==> src/rtl/eth_pkg.sv <==
// eth_pkg: shared XGMII constants, link-fault status codes and FSM state codes.
//   XGMII_SEQUENCE   - lane0 control character of a sequence ordered set
//   XGMII_LF_CODE    - lane3 value of a local-fault sequence
//   XGMII_RF_CODE    - lane3 value of a remote-fault sequence
//   link_status_e    - 00 OK, 01 local fault, 10 remote fault
//   lf_state_e       - link-fault FSM states
//   sat_inc16()      - 16-bit increment that sticks at 16'hFFFF
package eth_pkg;

  localparam logic [7:0] XGMII_SEQUENCE = 8'h9C;
  localparam logic [7:0] XGMII_LF_CODE  = 8'h01;
  localparam logic [7:0] XGMII_RF_CODE  = 8'h02;

  typedef enum logic [1:0] {
    LINK_OK           = 2'b00,
    LINK_LOCAL_FAULT  = 2'b01,
    LINK_REMOTE_FAULT = 2'b10
  } link_status_e;

  typedef enum logic [1:0] {
    ST_INIT  = 2'b00,
    ST_COUNT = 2'b01,
    ST_FAULT = 2'b10
  } lf_state_e;

  function automatic logic [15:0] sat_inc16(input logic [15:0] v);
    return (v == 16'hFFFF) ? v : v + 16'd1;
  endfunction

endpackage

==> src/rtl/xgmii_seq_decode.sv <==
// xgmii_seq_decode: combinational detector for link-fault sequence columns.
//   xgmii_data_i - one XGMII column, lane0 = [7:0]
//   xgmii_ctl_i  - control bits, bit n qualifies lane n
//   seq_valid    - column is a local- or remote-fault sequence
//   seq_type     - LINK_LOCAL_FAULT / LINK_REMOTE_FAULT, LINK_OK when not valid
// Reserved sequence payloads (any other lane1..lane3 content) are ignored.
module xgmii_seq_decode
  import eth_pkg::*;
#(
  parameter int XGMII_DATA_WIDTH = 32
) (
  input  logic [XGMII_DATA_WIDTH-1:0]   xgmii_data_i,
  input  logic [XGMII_DATA_WIDTH/8-1:0] xgmii_ctl_i,
  output logic                          seq_valid,
  output link_status_e                  seq_type
);

  localparam int CTL_W = XGMII_DATA_WIDTH / 8;

  logic hdr_ok;
  logic is_lf;
  logic is_rf;

  assign hdr_ok = (xgmii_ctl_i == CTL_W'(1)) &&
                  (xgmii_data_i[7:0]   == XGMII_SEQUENCE) &&
                  (xgmii_data_i[15:8]  == 8'h00) &&
                  (xgmii_data_i[23:16] == 8'h00);
  assign is_lf  = hdr_ok && (xgmii_data_i[31:24] == XGMII_LF_CODE);
  assign is_rf  = hdr_ok && (xgmii_data_i[31:24] == XGMII_RF_CODE);

  assign seq_valid = is_lf || is_rf;

  always_comb begin
    seq_type = LINK_OK;
    if (is_lf) begin
      seq_type = LINK_LOCAL_FAULT;
    end else if (is_rf) begin
      seq_type = LINK_REMOTE_FAULT;
    end
  end

endmodule

==> src/rtl/rx_link_fault_ctrl.sv <==
// rx_link_fault_ctrl: RX link-fault state machine for a 32-bit XGMII interface.
//   rx_clk, rx_rst         - clock, synchronous active-high reset
//   in_xgmii_data/_ctl     - received XGMII column
//   stats_clear            - pulse clearing both fault counters
//   link_fault_status      - 00 OK, 01 local fault, 10 remote fault
//   mac_rx_enable          - high while status is OK
//   tx_send_remote_fault   - high while status is local fault
//   tx_send_idle           - high while status is remote fault
//   local/remote_fault_count - saturating counts of entries into each fault status
//   dbg_state, dbg_seq_cnt - current FSM state and sequence counter
// A fault is declared after SEQ_CNT_LIMIT same-type sequences with fewer than
// COL_CNT_LIMIT non-fault columns between them; COL_CNT_LIMIT consecutive
// non-fault columns clear it. All outputs are registered (latency 1).
module rx_link_fault_ctrl
  import eth_pkg::*;
#(
  parameter int XGMII_DATA_WIDTH = 32,
  parameter int COL_CNT_LIMIT    = 128,
  parameter int SEQ_CNT_LIMIT    = 4
) (
  input  logic                                 rx_clk,
  input  logic                                 rx_rst,
  input  logic [XGMII_DATA_WIDTH-1:0]          in_xgmii_data,
  input  logic [XGMII_DATA_WIDTH/8-1:0]        in_xgmii_ctl,
  input  logic                                 stats_clear,
  output logic [1:0]                           link_fault_status,
  output logic                                 mac_rx_enable,
  output logic                                 tx_send_remote_fault,
  output logic                                 tx_send_idle,
  output logic [15:0]                          local_fault_count,
  output logic [15:0]                          remote_fault_count,
  output logic [1:0]                           dbg_state,
  output logic [$clog2(SEQ_CNT_LIMIT+1)-1:0]   dbg_seq_cnt
);

  localparam int COL_W = $clog2(COL_CNT_LIMIT);
  localparam int SEQ_W = $clog2(SEQ_CNT_LIMIT + 1);
  localparam logic [COL_W-1:0] COL_LAST = COL_W'(COL_CNT_LIMIT - 1);
  localparam logic [SEQ_W-1:0] SEQ_LAST = SEQ_W'(SEQ_CNT_LIMIT);

  logic         seq_valid;
  link_status_e seq_type;

  lf_state_e          state_q,  state_d;
  logic [COL_W-1:0]   col_cnt_q, col_cnt_d;
  logic [SEQ_W-1:0]   seq_cnt_q, seq_cnt_d;
  link_status_e       last_type_q, last_type_d;
  link_status_e       status_q, status_d;
  logic               mac_en_q, tx_rf_q, tx_idle_q;
  logic [15:0]        local_cnt_q, local_cnt_d;
  logic [15:0]        remote_cnt_q, remote_cnt_d;
  logic               quiet_done;

  xgmii_seq_decode #(
    .XGMII_DATA_WIDTH(XGMII_DATA_WIDTH)
  ) u_decode (
    .xgmii_data_i(in_xgmii_data),
    .xgmii_ctl_i (in_xgmii_ctl),
    .seq_valid   (seq_valid),
    .seq_type    (seq_type)
  );

  // The current non-fault column is the COL_CNT_LIMIT-th in a row.
  assign quiet_done = (col_cnt_q == COL_LAST);

  always_comb begin
    state_d     = state_q;
    col_cnt_d   = col_cnt_q;
    seq_cnt_d   = seq_cnt_q;
    last_type_d = last_type_q;
    status_d    = status_q;
    unique case (state_q)
      ST_INIT: begin
        if (seq_valid) begin
          last_type_d = seq_type;
          seq_cnt_d   = SEQ_W'(1);
          col_cnt_d   = '0;
          state_d     = ST_COUNT;
        end
      end
      ST_COUNT, ST_FAULT: begin
        if (seq_valid) begin
          col_cnt_d = '0;
          if (seq_type != last_type_q) begin
            // A new type restarts qualification; the old status is held.
            last_type_d = seq_type;
            seq_cnt_d   = SEQ_W'(1);
            state_d     = ST_COUNT;
          end else if (state_q == ST_COUNT) begin
            seq_cnt_d = seq_cnt_q + SEQ_W'(1);
            if (seq_cnt_d == SEQ_LAST) begin
              state_d  = ST_FAULT;
              status_d = last_type_q;
            end
          end
        end else if (quiet_done) begin
          state_d   = ST_INIT;
          status_d  = LINK_OK;
          seq_cnt_d = '0;
          col_cnt_d = '0;
        end else begin
          col_cnt_d = col_cnt_q + COL_W'(1);
        end
      end
      default: begin
        state_d = ST_INIT;
      end
    endcase
  end

  // Counters step on status entry edges; a coinciding clear wins.
  always_comb begin
    local_cnt_d  = local_cnt_q;
    remote_cnt_d = remote_cnt_q;
    if (status_d == LINK_LOCAL_FAULT && status_q != LINK_LOCAL_FAULT) begin
      local_cnt_d = sat_inc16(local_cnt_q);
    end
    if (status_d == LINK_REMOTE_FAULT && status_q != LINK_REMOTE_FAULT) begin
      remote_cnt_d = sat_inc16(remote_cnt_q);
    end
    if (stats_clear) begin
      local_cnt_d  = '0;
      remote_cnt_d = '0;
    end
  end

  always_ff @(posedge rx_clk) begin
    if (rx_rst) begin
      state_q      <= ST_INIT;
      col_cnt_q    <= '0;
      seq_cnt_q    <= '0;
      last_type_q  <= LINK_OK;
      status_q     <= LINK_OK;
      mac_en_q     <= 1'b1;
      tx_rf_q      <= 1'b0;
      tx_idle_q    <= 1'b0;
      local_cnt_q  <= '0;
      remote_cnt_q <= '0;
    end else begin
      state_q      <= state_d;
      col_cnt_q    <= col_cnt_d;
      seq_cnt_q    <= seq_cnt_d;
      last_type_q  <= last_type_d;
      status_q     <= status_d;
      mac_en_q     <= (status_d == LINK_OK);
      tx_rf_q      <= (status_d == LINK_LOCAL_FAULT);
      tx_idle_q    <= (status_d == LINK_REMOTE_FAULT);
      local_cnt_q  <= local_cnt_d;
      remote_cnt_q <= remote_cnt_d;
    end
  end

  assign link_fault_status    = status_q;
  assign mac_rx_enable        = mac_en_q;
  assign tx_send_remote_fault = tx_rf_q;
  assign tx_send_idle         = tx_idle_q;
  assign local_fault_count    = local_cnt_q;
  assign remote_fault_count   = remote_cnt_q;
  assign dbg_state            = state_q;
  assign dbg_seq_cnt          = seq_cnt_q;

endmodule

==> config.mk <==
export PLATFORM = sky130hd
export DESIGN_NAME = rx_link_fault_ctrl
export DESIGN_NICKNAME = d
export VERILOG_FILES = /design/src/rtl/eth_pkg.sv /design/src/rtl/xgmii_seq_decode.sv /design/src/rtl/rx_link_fault_ctrl.sv
export SDC_FILE = /design/constraint.sdc
export NUM_CORES = 1
export LEC_CHECK = 0
export CORE_MARGIN = 2
export CORE_UTILIZATION = 53
export CTS_BUF_LIST = sky130_fd_sc_hd__clkbuf_2 sky130_fd_sc_hd__clkbuf_4 sky130_fd_sc_hd__clkbuf_8
export CTS_CLUSTER_SIZE = 10
export DETAILED_ROUTE_END_ITERATION = 7
export PLACE_DENSITY = 0.85
export SLEW_MARGIN = 10
export SYNTH_ARGS = -nofsm -noshare
export SYNTH_HDL_FRONTEND = slang
export SYNTH_HIERARCHICAL = 1
export SYNTH_SLANG_ARGS = --single-unit
==> constraint.sdc <==
create_clock -name rx_clk -period 8.49 [get_ports rx_clk]
set_clock_uncertainty 0.05 [all_clocks]
set_input_delay 1.2735 -clock rx_clk [delete_from_list [all_inputs] [get_ports rx_clk]]
set_output_delay 1.2735 -clock rx_clk [all_outputs]
set_load 0.03 [all_outputs]
; ---- Yosys cells after proc, flatten, opt, wreduce, memory -nomap -nowiden
; Index checks and enable logic that the tools add are counted.
[op_classes]
mux = 29
bitwise_logic = 2
n_eq_ne = 21
reduce_logical = 21
addsub = 4
[op_table]
columns = operator, n
row1 = $mux W2, 17
row2 = $add A16 B1 Y16 const B, 2
row3 = $eq A16 B16 Y1 const B, 2
row4 = $mux W7, 3
row5 = $logic_not A8 Y1, 2
row6 = $mux W3, 5
row7 = $pmux W7 S2, 1
row8 = $reduce_and A4 Y1, 3
row9 = $eq A8 B1 Y1 const B, 1
row10 = $eq A8 B2 Y1 const B, 1
row11 = $eq A8 B8 Y1 const B, 1
row12 = $ne A2 B2 Y1 const B, 4
row13 = $ne A4 B4 Y1 const B, 2
row14 = $pmux W2 S2, 2
row15 = $add A7 B1 Y7 const B, 1
row16 = $eq A7 B7 Y1 const B, 1
row17 = $logic_and A1 B1 Y1, 7
row18 = $pmux W3 S2, 1
row19 = $reduce_and A2 Y1, 3
row20 = $eq A2 B1 Y1 const B, 2
row21 = $eq A2 B2 Y1 const B, 2
row22 = $eq A4 B1 Y1 const B, 1
row23 = $logic_not A2 Y1, 2
row24 = $reduce_or A2 Y1, 2
row25 = other kinds (8), 9
[word_totals]
elab_cells = 87
in_bits = 39
out_inout_bits = 42
ff_bits = 51

; ---- Depth between registers and ports, before layout
[depth]
depth_word = 14
depth_mapped = 12
depth_no_buf = 9

; ---- Cells and area by module
; The synthesis kept the hierarchy.
[modules_own_cells]
columns = module, cells_per_inst, seq_area_each_um2, n_inst, area_per_inst_um2
row1 = rx_link_fault_ctrl, 326, 1021.0, 1, 2637.5
row2 = xgmii_seq_decode, 18, 0.0, 1, 177.7

; ---- Least setup slack after synthesis
; Ideal clock, no wire load.
[synth_path]
kind = input to register
start = input port in_xgmii_data[29]
end = register local_cnt_q[9] (netlist: local_fault_count[9])
t_required_ns = 8.370
path_buffers = 1
setup_ns = 0.070
stages = 10
arrival_time_ns = 4.175
slack_ns = 4.195
path_cell_list = nor4_1 nand3_1 nor4_1 xor2_1 or4_4 o211a_2 or3_1 buf_2 or4_1 a21oi_1
[synth_via]
elab_chain_len = 11
word_cells_on_any_way = 14
cone_classes = eq/ne: 4 / mux: 5 / reduce/logical: 5
[synth_lines]
columns = element, line
row1 = "start, declared", rx_link_fault_ctrl.sv:23  ; input logic [XGMII_DATA_WIDTH-1:0] in_xgmii_data,
row2 = $eq A8 B2 Y1, xgmii_seq_decode.sv:29  ; assign is_rf = hdr_ok && (xgmii_data_i[31:24] == XGMII_RF_CODE);
row3 = $logic_and A1 B1 Y1, xgmii_seq_decode.sv:29
row4 = $mux W2, xgmii_seq_decode.sv:37  ; end else if (is_rf) begin
row5 = $mux W2, xgmii_seq_decode.sv:35  ; if (is_lf) begin
row6 = $ne A2 B2 Y1, rx_link_fault_ctrl.sv:84  ; if (seq_type != last_type_q) begin
row7 = $mux W2, rx_link_fault_ctrl.sv:84
row8 = $mux W2 *, rx_link_fault_ctrl.sv:82  ; if (seq_valid) begin
row9 = $mux W2 *, rx_link_fault_ctrl.sv:72  ; unique case (state_q)
row10 = $eq A2 B1 Y1 *, rx_link_fault_ctrl.sv:115  ; if (status_d == LINK_LOCAL_FAULT && status_q != LINK_LOCAL_FAULT) begin
row11 = $logic_and A1 B1 Y1 *, rx_link_fault_ctrl.sv:115
row12 = $reduce_and A2 Y1 (no source line) *, n/a
row13 = "end signal, assigned", rx_link_fault_ctrl.sv:148  ; local_cnt_q <= local_cnt_d;
row14 = "end, declared", rx_link_fault_ctrl.sv:50  ; logic [15:0] local_cnt_q, local_cnt_d;
; Mark *: on every way between the ends. The rest lies on a longest branch, timed or not.
; A chain may end at the register's enable or synchronous reset.

; ---- Worst setup path in the final report
[layout_path]
start = input port in_xgmii_data[29]
end = register remote_cnt_q[13] (netlist: remote_fault_count[13])
[layout_via]
elab_chain_len = 11
word_cells_on_any_way = 14
cone_classes = eq/ne: 4 / mux: 5 / reduce/logical: 5
[layout_lines]
columns = element, line
row1 = $eq A8 B2 Y1, xgmii_seq_decode.sv:29
row2 = $logic_and A1 B1 Y1, xgmii_seq_decode.sv:29
row3 = $mux W2, xgmii_seq_decode.sv:37
row4 = $mux W2, xgmii_seq_decode.sv:35
row5 = $ne A2 B2 Y1, rx_link_fault_ctrl.sv:84
row6 = $mux W2, rx_link_fault_ctrl.sv:84
row7 = $mux W2 *, rx_link_fault_ctrl.sv:82
row8 = $mux W2 *, rx_link_fault_ctrl.sv:72
row9 = $eq A2 B2 Y1 *, rx_link_fault_ctrl.sv:118  ; if (status_d == LINK_REMOTE_FAULT && status_q != LINK_REMOTE_FAULT) begin
row10 = $logic_and A1 B1 Y1 *, rx_link_fault_ctrl.sv:118
row11 = $reduce_and A2 Y1 (no source line) *, n/a
row12 = "end signal, assigned", rx_link_fault_ctrl.sv:149  ; remote_cnt_q <= remote_cnt_d;
row13 = "end, declared", rx_link_fault_ctrl.sv:51  ; logic [15:0] remote_cnt_q, remote_cnt_d;
; Marked as above.

==> results.yml <==
synth:
  synthSimpleGateAreaFrac: 0.321
  yosys.cell_types.count: 49
  synth_top_family_by_area: "simple AND/OR/NAND/NOR gates"
  yosysWarningCount: 6
  synth_area_um2: 2820
  synth_compound_area_frac: 0.190
  synth.largest_area_cell: "dfxtp_1"
  synth_edf_count: 0
  netlist_top_cells_area: "dfxtp_1 36%, a21oi_1 5.3%, nand2_1 4.4%"
  synthAdderAreaFrac: 0.0400
  async_reset_ff_frac: 0
  synthXorXnorAreaFrac: 0.0373
  synth-main-ff-cell: "dfxtp_1"
  netlist.area_leader.share: 0.363
  synthMuxAreaShare: 0.0178
  synth-seq-cells: 51
  syn_nets: 392
  synth-seq-area-share: 0.363
  synth_area_per_cell_um2: 8.18
  syn-instance-count: 344
die:
  start_util: 0.551
  die-width_um: 76.9
  design.core.area_um2: 5110
  die_h_um: 76.9
  io_pins: 81
  die_area_um2: 5910
  num_rows: 26
layout:
  nNetsFinal: 467
  fillers: 413
  antenna_cells: 0
  multi_input_area_um2: 1710
  fin_util: 0.733
  drive_above_1_share: 0.0571
  syn_to_final_growth_pct: 32.9
  ff_latch_area_um2: 1020
placement:
  io_buffers: 80
  place_congestion: 0.865
  dp_hpwl_um: 5080
grt:
  grt_use_total: 0.233
  grt_pass1_wl_um: 11600
  antenna_found_initial: 0
  overflow: 0
  grt_pass1_vias: 2700
  grt_start_max_net_pins: 29
clock_network:
  post_cts_buffers: 0
  cts_resized: 0
  numCtsBuffers: 5
  cts_tree: "built"
  insertion_delay_ns: 0.30
  holdBufCountCts: 0
  root_buffer: "clkbuf_8"
  path_clk_slew_ns: 0.09
  clock_sinks: 51
  cts_htree_levels: 2
  cts_max_path_buffers: 2
min_path:
  min_path_cells: 1
  holdCritPathClass: "flip-flop to flip-flop"
  min_from: "local_fault_count[10]"
  whs_endpoint: "local_fault_count[10]"
worst_setup_path:
  critPathRequiredTime_ns: 8.64
  regToRegSetupSlack_ns: 5.33
  cp.arrival_ns: 5.01
  critPathKind: "input port to flip-flop"
  worstSetupEndpointType: "flip-flop"
  r2r_start: "dbg_state[1]"
  cp-start-kind: "input port"
  reg2reg_to: "remote_fault_count[13]"
  worstRegToRegCells: 8
  crit_fanout: 8
power:
  p_per_area_nw_per_um2: 114
  intPower_uw: 325
  power_leakage_nw: 1.21
  switchingPower_uw: 101
  clock_power_share: 0.325
  power.share.sequential: 0.569
  ir_drop_uv: 71.6
  pwr-share-comb: 0.106
  swShare: 0.236
run_status:
  status: "finished, final reports clean"
timing:
  hold_viol: 0
  worstMarginPinSlew_ns: 1.01
  setup_viol: 0
  fin_setup_tns_ns: 0
  fin_crit_ns: 4.87
  relSlewSlack: 0.323
  slew_viol_final: 0
  max_freq_mhz: 205
  period_share: 0.573
  rsz0062_at_grt: "false"
detailed_routing:
  via_per_inst: 5.80
  route.vias.total: 2843
  final_antenna_net_count: 0
  drt-total-wl_um: 6660
  remaining_drc_errors: 0
  wl_per_cell_um: 13.6
  first_pass_iters: 4
  detail_route.iter0.violations: 147
flow_run:
  drv_cap: 0
per-stage QoR:
stage	hold slack (ns)	cells	area (um2)	total power, mW	setup WS (ns)
after CTS	0.438	490	3740	0.431	3.62
final	0.432	490	3740	0.426	3.62
after detailed placement	0.422	482	3650	0.293	3.31
after global routing	0.456	490	3740	0.443	3.06
after global placement	0.399	482	3650	0.292	3.42
after floorplan	0.386	344	2820	0.267	4.19
cells in the mapped netlist (5+ instances only):
library cell   n
dfxtp_1       51
nand2_1       33
nor2_1        31
a21oi_1       30
nand3_1       18
nand4_1       13
nor3_1        12
o21ai_0       12
or3_1         12
inv_1         10
o31ai_1       10
clkbuf_1       9
ha_1           9
or4_1          9
nor4_1         8
xnor2_1        8
a31oi_1        5
mux2i_1        5
nand2b_1       5
layer usage:
metal | up-vias | GRT usage | part of all wire
li1 | 1435 | - | -
met1 | 1334 | 0.273 | 0.43
met5 | - | 0 | 0
met4 | 0 | 0.0582 | 0.0071
met3 | 4 | 0.0447 | 0.043
met2 | 70 | 0.431 | 0.52
registers in the layout, indices dropped and copies added (netlist names):
register	cells
mac_rx_enable	1
dbg_state	2
tx_send_remote_fault	1
col_cnt_q	7
link_fault_status	2
last_type_q	2
remote_fault_count	16
local_fault_count	16
dbg_seq_cnt	3
tx_send_idle	1
logic make-up (layout without fill, tap and decap cells):
group / after synthesis / count (layout)
and+or+nand+nor: 163 / 163
AOI/OAI and AO/OA: 82 / 82
DFF: 51 / 51
buffers and inverters: 22 / 98
xor gates and xnor gates: 12 / 12
adders and majority gates: 9 / 9
muxes: 5 / 5
area by class of cell:
type	instances	share of cell area
sequential	51	0.273
inverter	10	0.0100
timing repair buffer	80	0.214
multi-input combinational	271	0.456
clock inverter	2	0.00334
tap	70	0.0234
clock buffer	6	0.0204
worst max-delay path by stage:
stage | start | to | slack [ns]
after floorplan | in_xgmii_data[29] | local_fault_count[9] | 4.19
after global placement | in_xgmii_data[29] | local_fault_count[9] | 3.42
after detailed placement | in_xgmii_data[29] | local_fault_count[3] | 3.31
after CTS | in_xgmii_data[29] | local_fault_count[3] | 3.62
after global routing | in_xgmii_data[29] | remote_fault_count[13] | 3.06
final | in_xgmii_data[29] | remote_fault_count[13] | 3.62
cell usage in the layout, fill, tap and decap left out, types with 4 or more instances in the layout:
cell type / count
xnor2_1: 8
nor3_1: 12
nor2_1: 31
a21o_1: 4
or4_1: 9
nand3_1: 18
nand2_1: 33
o31ai_1: 10
nand2b_1: 5
a31oi_1: 5
mux2i_1: 5
and2_1: 4
dfxtp_1: 51
a21oi_1: 30
clkdlybuf4s50_1: 80
nor4_2: 4
clkbuf_8: 5
ha_1: 9
nor4_1: 8
nand4_1: 13
xor2_1: 4
or3_1: 12
inv_1: 10
o21ai_0: 12
critical path: stages:
cell	delay, ns
clkdlybuf4s50_1	0.40
nor4_1	0.30
nand3_1	0.19
nor4_1	0.61
xor2_1	0.22
nor3_1	0.41
o211ai_1	0.36
nor4b_1	0.85
a31oi_1	0.18
a41o_1	0.23
power groups by stage:
stage / Sequential [mW] / Clock, mW / Combinational (mW)
6_report: 0.242 / 0.139 / 0.0451
5_1_grt: 0.243 / 0.152 / 0.0486
4_1_cts: 0.242 / 0.143 / 0.0452
3_5_place_dp: 0.248 / 0 / 0.0450
3_3_place_gp: 0.248 / 0 / 0.0440
2_1_floorplan: 0.251 / 0 / 0.0159
(Power assumes the default switching activity.)
